$ cat src/rtl/spimem_arb.sv
// spimem_arb: shares the single spimemio read port between instruction fetch
// (port 0) and data load (port 1). Config-register accesses are sequenced so
// that a cfgreg write never lands while a flash transfer is in flight. A grant
// is held until spimemio returns ready, so its sequential-prefetch stays intact.
//
// Ports:
//   clk, reset          clock, synchronous active-high reset
//   p0_* / p1_*         requester read ports (valid/ready/addr/rdata)
//   cfg_valid/wstrb/wdata/ready/rdata
//                       config access; wstrb==0 is a read, rdata = cfgreg_do
//   mem_valid/ready/addr/rdata
//                       shared spimemio read port
//   cfgreg_we/di/do     spimemio config register interface
//   err                 sticky grant-timeout flag
//
// Build option:
//   SPIMEM_ARB_TIMEOUT_EN  when defined, a granted read that waits TIMEOUT
//                          cycles without mem_ready is aborted: the requester
//                          gets ready with all-ones data and err is set.
//                          When undefined a grant waits indefinitely, err = 0.

module spimem_arb #(
    parameter int MAX_STREAK = 4,
    parameter int TIMEOUT    = 1023
) (
    input  logic        clk,
    input  logic        reset,

    input  logic        p0_valid,
    output logic        p0_ready,
    input  logic [23:0] p0_addr,
    output logic [31:0] p0_rdata,

    input  logic        p1_valid,
    output logic        p1_ready,
    input  logic [23:0] p1_addr,
    output logic [31:0] p1_rdata,

    input  logic        cfg_valid,
    input  logic [3:0]  cfg_wstrb,
    input  logic [31:0] cfg_wdata,
    output logic        cfg_ready,
    output logic [31:0] cfg_rdata,

    output logic        mem_valid,
    input  logic        mem_ready,
    output logic [23:0] mem_addr,
    input  logic [31:0] mem_rdata,

    output logic [3:0]  cfgreg_we,
    output logic [31:0] cfgreg_di,
    input  logic [31:0] cfgreg_do,

    output logic        err
);

    localparam int SW = $clog2(MAX_STREAK + 1);
    localparam logic [SW-1:0] STREAK_MAX = SW'(MAX_STREAK);

    if (MAX_STREAK < 1 || TIMEOUT < 1 || TIMEOUT > 2047) begin : g_param_check
        $error("spimem_arb: MAX_STREAK must be >= 1 and TIMEOUT in 1..2047");
    end

    typedef enum logic [1:0] {IDLE, G0, G1, CFG} state_t;

    state_t        state, state_nxt;
    logic [SW-1:0] streak, streak_nxt;
    logic          to_hit;

    // ---- state / fairness registers ----
    always_ff @(posedge clk) begin
        if (reset) begin
            state  <= IDLE;
            streak <= '0;
        end else begin
            state  <= state_nxt;
            streak <= streak_nxt;
        end
    end

    // ---- arbitration decision and granted-port datapath ----
    always_comb begin
        state_nxt  = state;
        streak_nxt = streak;
        mem_valid  = 1'b0;
        mem_addr   = '0;
        p0_ready   = 1'b0;
        p0_rdata   = '0;
        p1_ready   = 1'b0;
        p1_rdata   = '0;
        cfg_ready  = 1'b0;
        cfgreg_we  = '0;
        cfgreg_di  = '0;

        case (state)
            IDLE: begin
                // Config first so cfgreg writes slot between transfers; a
                // port-1 request that has lost MAX_STREAK times is forced next.
                if (cfg_valid) begin
                    state_nxt = CFG;
                end else if (p1_valid && streak == STREAK_MAX) begin
                    state_nxt  = G1;
                    streak_nxt = '0;
                end else if (p0_valid) begin
                    state_nxt = G0;
                    if (p1_valid)
                        streak_nxt = (streak == STREAK_MAX) ? streak : streak + 1'b1;
                    else
                        streak_nxt = '0;
                end else if (p1_valid) begin
                    state_nxt  = G1;
                    streak_nxt = '0;
                end
            end

            G0: begin
                mem_valid = p0_valid && !to_hit;
                mem_addr  = p0_addr;
                p0_ready  = mem_ready || to_hit;
                p0_rdata  = to_hit ? 32'hFFFF_FFFF : mem_rdata;
                // A requester dropping valid before ready abandons the read.
                if (mem_ready || !p0_valid || to_hit)
                    state_nxt = IDLE;
            end

            G1: begin
                mem_valid = p1_valid && !to_hit;
                mem_addr  = p1_addr;
                p1_ready  = mem_ready || to_hit;
                p1_rdata  = to_hit ? 32'hFFFF_FFFF : mem_rdata;
                if (mem_ready || !p1_valid || to_hit)
                    state_nxt = IDLE;
            end

            CFG: begin
                cfg_ready = 1'b1;
                cfgreg_we = cfg_wstrb;
                cfgreg_di = cfg_wdata;
                state_nxt = IDLE;
            end

            default: state_nxt = IDLE;
        endcase
    end

    assign cfg_rdata = cfgreg_do;

`ifdef SPIMEM_ARB_TIMEOUT_EN
    localparam logic [10:0] TO_LAST = 11'(TIMEOUT - 1);

    logic [10:0] wait_cnt;
    logic        grant_start;
    logic        granted;

    assign grant_start = (state == IDLE) && (state_nxt == G0 || state_nxt == G1);
    assign granted     = (state == G0) || (state == G1);

    // Count is 0 in the first grant cycle, so the abort lands in grant
    // cycle TIMEOUT. A real completion in that cycle takes precedence.
    assign to_hit = ((state == G0 && p0_valid) || (state == G1 && p1_valid)) &&
                    !mem_ready && (wait_cnt == TO_LAST);

    // ---- grant watchdog ----
    always_ff @(posedge clk) begin
        if (reset) begin
            wait_cnt <= '0;
            err      <= 1'b0;
        end else begin
            if (grant_start)
                wait_cnt <= '0;
            else if (granted && !mem_ready)
                wait_cnt <= wait_cnt + 11'd1;
            if (to_hit)
                err <= 1'b1;
        end
    end
`else
    assign to_hit = 1'b0;
    assign err    = 1'b0;
`endif

endmodule
$ cat config.mk
export PLATFORM = sky130hd
export DESIGN_NAME = spimem_arb
export DESIGN_NICKNAME = d
export VERILOG_FILES = /design/src/rtl/spimem_arb.sv
export SDC_FILE = /design/constraint.sdc
export NUM_CORES = 1
export LEC_CHECK = 0
export CAP_MARGIN = 20
export CORE_AREA = 5 5 120 122
export DETAILED_ROUTE_END_ITERATION = 7
export DIE_AREA = 0 0 125 127
export HOLD_SLACK_MARGIN = 0.15
export PLACE_DENSITY = 0.63
export SLEW_MARGIN = 10
export SYNTH_ARGS = -nofsm -noshare
export SYNTH_HDL_FRONTEND = slang
export SYNTH_SLANG_ARGS = --single-unit
$ cat constraint.sdc
create_clock -name clk -period 1.3 [get_ports clk]
set_input_delay 0.195 -clock clk [delete_from_list [all_inputs] [get_ports clk]]
set_output_delay 0.195 -clock clk [all_outputs]
set_load 0.02 [all_outputs]
# == After elaboration in Yosys (flattened, before gate mapping) ==
# Index checks and enable logic that the tools add are counted.
# totals
reg_bits,5
in_bits,154
word_cells,42
output_inout_bits,161
# classes
n_eq_ne,8
n_bitwise,1
muxes,21
reduce_logical,9
add_sub_neg,1
# op_table
operator,count
$mux 32,3
$pmux 24 s2,1
$mux 3,5
$mux 2,6
$pmux 2 s4,1
$ne 5x5->1 const B,1
$eq 2x2->1 const B,2
$mux 4,1
$ne 2x2->1 const B,2
$ne 4x3->1 const B,1
$reduce_and 4->1,1
$add 3x1->3 const B,1
$eq 3x3->1 const B,1
$mux 1,3
$reduce_and 3->1,1
$reduce_bool 3->1,1
$eq 2x1->1 const B,1
$logic_not 1->1,2
$logic_not 2->1,1
$logic_or 1x1->1,2
$pmux 1 s2,1
$logic_and 1x1->1,1
$not 1->1,1

# == Longest topological paths before layout ==
# Gate-level depths: netlist (run 1).
# logic_depth
word_depth,5
depth_mapped,6
depth_no_buf,6

# == Worst setup path before layout (run 1) ==
# No wires, ideal clock.
# synth_path
path_type,register to output
startpoint,reg state[0]
endpoint,out mem_addr[0]
path_slack_ps,-227
required_ps,1105
path_stages_with_launch,5
arrival_time_ps,1332
cell_sequence,dfxtp_1 -> inv_1 -> ha_1 -> clkbuf_1 -> nor2b_1
# synth_between
elab_chain_len,2
elab_cells_between_ends,3
classes_between,eq/ne: 2; mux: 1
# synth_rtl
item,line_no,rtl
start: declaration,66,"state_t state, state_nxt;"
start signal: assignment,76,state <= state_nxt;
$eq 2x2->1 or $eq 2x1->1 (tied branches),95,case (state)
$pmux 24 s2 *,95,
end: declaration,47,"output logic [23:0] mem_addr,"
# Every way passes the cells marked *; elsewhere a longest branch is shown, timed or not.

# == Worst setup path in the final report (run 1) ==
# layout_path
startpoint,reg state[1]
endpoint,out mem_addr[12]
# The elaborated chain is that of the path after synthesis.

==> metrics, run 1 <==
Worst path most repeated cell buf_6; initial drt markers 32; IO Count 315; CP Max Fanout 13; largest net degree at the start of global routing 16; post-route ant nets 0; violated checks setup timing; R2R Setup Slk -0.29 ns; Max rail drop VDD about 0.6 mV; Max Freq 589 MHz; worst r2r src state[1]; Post-Place Cells 640; hold depth 0; root buf cell clkbuf_16; vias in the first global route 3191; placed inst area 4800 um^2; unrepaired setup endpoints after global routing yes; commonest cells after routing, fill and taps aside 140 x buf_6, 121 x clkdlybuf4s50_1, 70 x and2_4; dpl ws -0.641 ns; end of the worst hold path cfg_rdata[14]; row count 42; PwrDens just under 800 nW/um^2; start point of the critical path state[1]; fraction of layout instances using a drive strength above 1 67.2%; Finished Layout Cells around 680; CTS Sinks 5; via count around 2800; setup ws final -0.398 ns; R2R cell count 8; die height 127 um; critical path capture point type output port; worst clock skew 0.00144 ns; total grt overflow 0; Final #Nets 665; final hold vios 0; crit path max-delay cell type dfxtp_4; sequential element share of the synthesized area just under 6%; die width approximately 130 um; CTS Hold Bufs 0; clk slew on worst S/H paths 0.03 ns; Final Util 43.9%; WP data arrival roughly 1.5 ns; Initial Util 13.0%; synth unique cells 27; yosys warns 0; Worst setup SP type flop; core area 13100 um^2; Die ar. ~16000 um^2; clock insertion delay at the later pin of the skew report between 0.2 and 0.25 ns; MaxCap Viol Count 0; total track usage 14.1%; first-pass GRT wire length around 18 mm; Mapped Nets 404; P_leak 2.47 nW; reg-to-reg endpoint state[1]; antenna cells 0; final HPWL from detailed placement ~8.9 mm; Tmin final roughly 1.7 ns; H-tree levels 1; fin. max-slew vios 0; Final Setup Violations 132; register bit total from synthesis 5; status complete, but fails checks; Synth Area per Inst between 7 and 8 um^2; Port Buf Inserts 249; delay of the slowest cell on the worst path 0.37 ns; Post-Syn Area 1700 um^2; Fill cells 1212; drt total wl 12.2 mm; drt first pass iters 2; Hold Crit Start cfgreg_do[14]; CTS tree done; CTS max path bufs 2; min-delay worst type primary input to output port; drt drc 0; TritonCTS buffer count 3; Design Area, Final 5740 um^2; cell count after synthesis 243; Via-to-Cell Ratio about 4.1; Tcrit/Tclk final 131%; Cell Chain, Critical Path inv_4 -> buf_6 -> ha_4 -> buf_12 -> nor2b_2 -> buf_6; Req. time, crit path 1.11 ns; RD Place Congestion 0.801; drt wl/cell 18.0 um; area delta synth->final 237%; Crit Path Class flop to output port; initial antenna violation count 0; most common cell after layout, fill and taps aside buf_6
[routing by layer]
metal  vias to the layer above  part of all wire, %  global-route usage (%)
li1                       1282                    -                       -
met1                      1302                   35                    15.0
met2                       163                   53                    27.4
met3                        29                  8.4                    3.38
met4                         0                  2.8                    4.34
met5                         -                    0                       0
[cell type report]
cell class,count,area [um^2],share of cell area (%)
Tap cell,176,220,3.84
Multi-Input combinational cell,182,1800,31.4
Timing Repair Buffer,306,3500,61.0
Sequential cell,5,108,1.87
Clock buffer,4,78.8,1.37
Inverter,6,27.5,0.480
[timing repair]
action | 4_1_cts | 5_1_grt
gates cloned | 11 | 2
gates resized for setup | 736 | 54
endpoints found under the setup margin | 133 | 133
buffers inserted | 20 | 6
pin swaps | 38 | 13
[cell usage after synthesis, drive strengths merged]
cell	count	share of area [%]
and2	102	37
buf	39	16
nor2b	26	10
a22oi	25	11
clkbuf	11	2.9
ha	7	5.1
inv	6	1.3
dfxtp	5	5.9
nor2	4	0.88
a21oi	2	0.59
mux2i	2	1.2
nand3b	2	0.88
o21ai	2	0.59
a31oi	1	0.37
a32oi	1	0.51
and3	1	0.37
and4	1	0.51
and4b	1	0.59
conb	1	0.22
nand2	1	0.22
nand3	1	0.29
o2bb2ai	1	1.6
o41ai	1	0.95
[registers in the layout (all words and copies together) (netlist names)]
name / cells
streak: 3
state: 2
[worst max-delay path, delay by kind of cell (launching register included)]
family        cells  cell delay [ns]
fa+ha+maj         1             0.28
buf+inv           4             0.43
flops             1             0.37
simple gates      1             0.17
[worst max-delay path by stage]
stage | end | cells after the start | slack (ns)
6_report | mem_addr[12] | 6 | -0.40
5_1_grt | mem_addr[1] | 7 | -0.45
4_1_cts | mem_addr[20] | 7 | -0.45
3_5_place_dp | mem_addr[12] | 6 | -0.64
3_3_place_gp | mem_addr[23] | 6 | -0.60
2_1_floorplan | cfgreg_di[20] | 3 | -0.04
[power by group]
| group | internal [mW] | switching [mW] |
|---|---|---|
| clock | 0.407 | 0.102 |
| combinational | 2.28 | 1.54 |
| sequential | 0.171 | 0.0213 |
| total | 2.86 | 1.66 |
[through the flow]
stage	setup TNS, ns	total power, mW	hold slack, ns
after floorplan	-2.27	1.93	0.264
after global placement	-63.54	3.14	0.390
after detailed placement	-65.94	3.17	0.390
after CTS	-38.97	4.53	0.390
after global routing	-45.95	4.75	0.390
final	-40.75	4.52	0.390
[cell families after synthesis]
group	synth area share, %
buf+inv	20.5
fa+ha+maj	5.14
mux	1.17
compound gates	15.9
simple gates	51.2
flops	5.87
other cells	0.220
No activity file was read; power rests on OpenSTA's default activity.
==> run 2: changes to the inputs <==
- CAP_MARGIN: 20 -> unset
- CTS_BUF_LIST: unset -> sky130_fd_sc_hd__clkbuf_16
- REMOVE_ABC_BUFFERS: unset -> 1
==> run 2 against run 1 <==
  * The run still ends with setup timing left
  * Core utilization down 6.0 points
  * Non-clock buffer count is 21 lower
  * Wire length grew 10%
  * Power decreased by 16%
  * Sequential share of layout area rose by 0.30 points
  * Final area shrank 14%
  * Sequential power about the same
  * Largest cell class unchanged
  * Largest power group unchanged
  * Highest routed layer is now met5
==> metrics, run 2 (synthesized netlist as in run 1, its figures left out) <==
status complete, but fails checks; violated checks setup timing; area delta synth->final 190%; initial antenna violation count 0 (unchanged); clk slew on worst S/H paths 0.03 ns (about the same); drt first pass iters 4 (+2); Tcrit/Tclk final 129% (-2.0 points); area occupied by multi-input gates 1530 um^2 (-15%); R2R Setup Slk -0.29 ns (about the same); core area 13100 um^2 (unchanged); drt total wl 13.5 mm (+10%); total track usage 14.6% (+0.46 points); start point of the critical path state[0]; drt wl/cell 20.5 um (+14%); CP endpoint p1_rdata[15]; Design Area, Final 4950 um^2 (-14%); via count 2677 (-3.6%); antenna cells 0 (unchanged); P_leak 2.16 nW (-12%); Fill cells 1304 (+7.6%); IO Count 315 (unchanged); sw frac 38.6% (+1.9 points); biggest regs streak: 3 flops, state: 2 flops; Max Freq 598 MHz (+1.6%); Top reg by flops streak; largest net degree at the start of global routing 38 (+22); CTS Sinks 5 (unchanged); Max rail drop VDD 1.14 mV (+94%); min-delay worst type primary input to output port; root buf cell clkbuf_16; TritonCTS buffer count 3 (unchanged); Largest register FFs 3 (unchanged); Port Buf Inserts 249 (unchanged); CTS max path bufs 2 (unchanged); register area 108 um^2 (unchanged); H-tree levels 1 (unchanged); Psw 1.46 mW (-12%); dpl ws -0.724 ns (-0.0827 ns); WP data arrival 1.48 ns (-0.02 ns); Initial Util 13.0% (unchanged); fraction of layout instances using a drive strength above 1 52.9% (-14 points); internal power 2.32 mW (-19%); worst clock skew 0.00128 ns (-0.000153 ns); Final Setup Violations 131 (-0.76%); RD Place Congestion 0.837 (+4.5%); hold_ws 0.390 ns (+0.000136 ns); Tmin final 1.67 ns (-0.0260 ns); final HPWL from detailed placement 10.4 mm (+17%); setup ws final -0.372 ns (+0.0260 ns); Req. time, crit path 1.11 ns (about the same); final hold vios 0 (unchanged); most common cell after layout, fill and taps aside clkdlybuf4s50_1; Via-to-Cell Ratio 4.07 (-0.49%); R2R cell count 8 (unchanged); placed inst area 4380 um^2 (-8.8%); row count 42 (unchanged); vias in the first global route 2719 (-15%); Seq pwr share 5.1% (+0.8 points); CTS tree done; Final #Nets 644 (-3.2%); initial drt markers 71 (+120%); CTS Hold Bufs 0 (unchanged); commonest cells after routing, fill and taps aside 121 x clkdlybuf4s50_1, 69 x buf_4, 68 x buf_6; MaxCap Viol Count 0 (unchanged); worst r2r src state[0]; CP Max Fanout 8 (-5); critical path capture point type output port; die height 127 um (unchanged); Crit Path Class flop to output port; unrepaired setup endpoints after global routing yes; fin. max-slew vios 0 (unchanged); reg-to-reg endpoint state[1]; clock insertion delay at the later pin of the skew report 0.23 ns (about the same); total grt overflow 0 (unchanged); PwrDens 763 nW/um^2 (-3.1%); first-pass GRT wire length 17.9 mm (-0.31%); die width 125 um (unchanged); Worst setup SP type flop; Die ar. 15900 um^2 (unchanged); Gate power share 81.8% (-2.7 points); drt drc 0 (unchanged); clock power share 13.1% (+1.8 points); post-route ant nets 0 (unchanged)
## run 2: cell types whose count changed in the layout (fill, tap and decap cells not counted), moves of 8 or more
cell     delta
nor2b_4    -22
a22oi_2     -8
and2_4     -13
and2_1     +30
and2_2     -17
nor2b_1    +25
buf_6      -72
buf_4      +51
a22oi_1     +8
## run 2: metal layers
metal / share of wire, % / vias to the layer above / global-route usage [%]
met5: 0.65 / - / 4.02
met4: 1.7 / 2 / 1.72
met3: 11 / 12 / 7.80
li1: - / 1234 / -
met2: 46 / 184 / 23.4
met1: 40 / 1245 / 17.5
## run 2: worst min-delay path by stage
stage / cells past startpoint / end / startpoint / slack, ns
2_1_floorplan: 1 / streak[2] / reset / 0.26
3_3_place_gp: 0 / cfg_rdata[8] / cfgreg_do[8] / 0.39
3_5_place_dp: 0 / cfg_rdata[8] / cfgreg_do[8] / 0.39
4_1_cts: 0 / cfg_rdata[8] / cfgreg_do[8] / 0.39
5_1_grt: 0 / cfg_rdata[20] / cfgreg_do[20] / 0.39
6_report: 0 / cfg_rdata[0] / cfgreg_do[0] / 0.39
## run 2: layout make-up
| type | instances | area share, % |
|---|---|---|
| clock buffers | 3 | 1.52 |
| well taps | 176 | 4.45 |
| multi-input cells | 182 | 30.8 |
| repair buffers | 285 | 60.4 |
| inverters | 6 | 0.556 |
| clock inverters | 1 | 0.0759 |
| flip-flops and latches | 5 | 2.17 |
## run 2: power groups by stage
stage | clock (mW) | sequential, mW | combinational, mW
after global placement | 0 | 0.179 | 2.48
after detailed placement | 0 | 0.181 | 2.51
final | 0.495 | 0.193 | 3.09
after global routing | 0.523 | 0.197 | 3.26
after CTS | 0.504 | 0.191 | 2.53
after floorplan | 0 | 0.179 | 1.01
## run 2: critical path: stages (launching register included)
cell and delay (ns):
dfxtp_4 0.35, inv_4 0.08, ha_4 0.25, buf_6 0.18
and2_1 0.13, clkdlybuf4s15_2 0.26
## run 2: repair_timing
| action | 4_1_cts | 5_1_grt |
|---|---|---|
| pin swaps | 0 | 28 |
| endpoints found under the setup margin | 133 | 133 |
| setup buffers | 4 | 4 |
| gates resized for setup | 480 | 270 |
| gates cloned | 2 | 7 |
## run 2: through the flow
stage / util, % / setup TNS [ns] / total power [mW] / std cells
floorplan: - / -63.06 / 1.19 / 193
global placement: 33.5 / -60.47 / 2.66 / 639
detailed placement: 33.5 / -65.87 / 2.69 / 639
CTS: 33.1 / -41.74 / 3.23 / 649
global route: 37.8 / -43.18 / 3.98 / 658
finish: 37.8 / -36.16 / 3.77 / 658
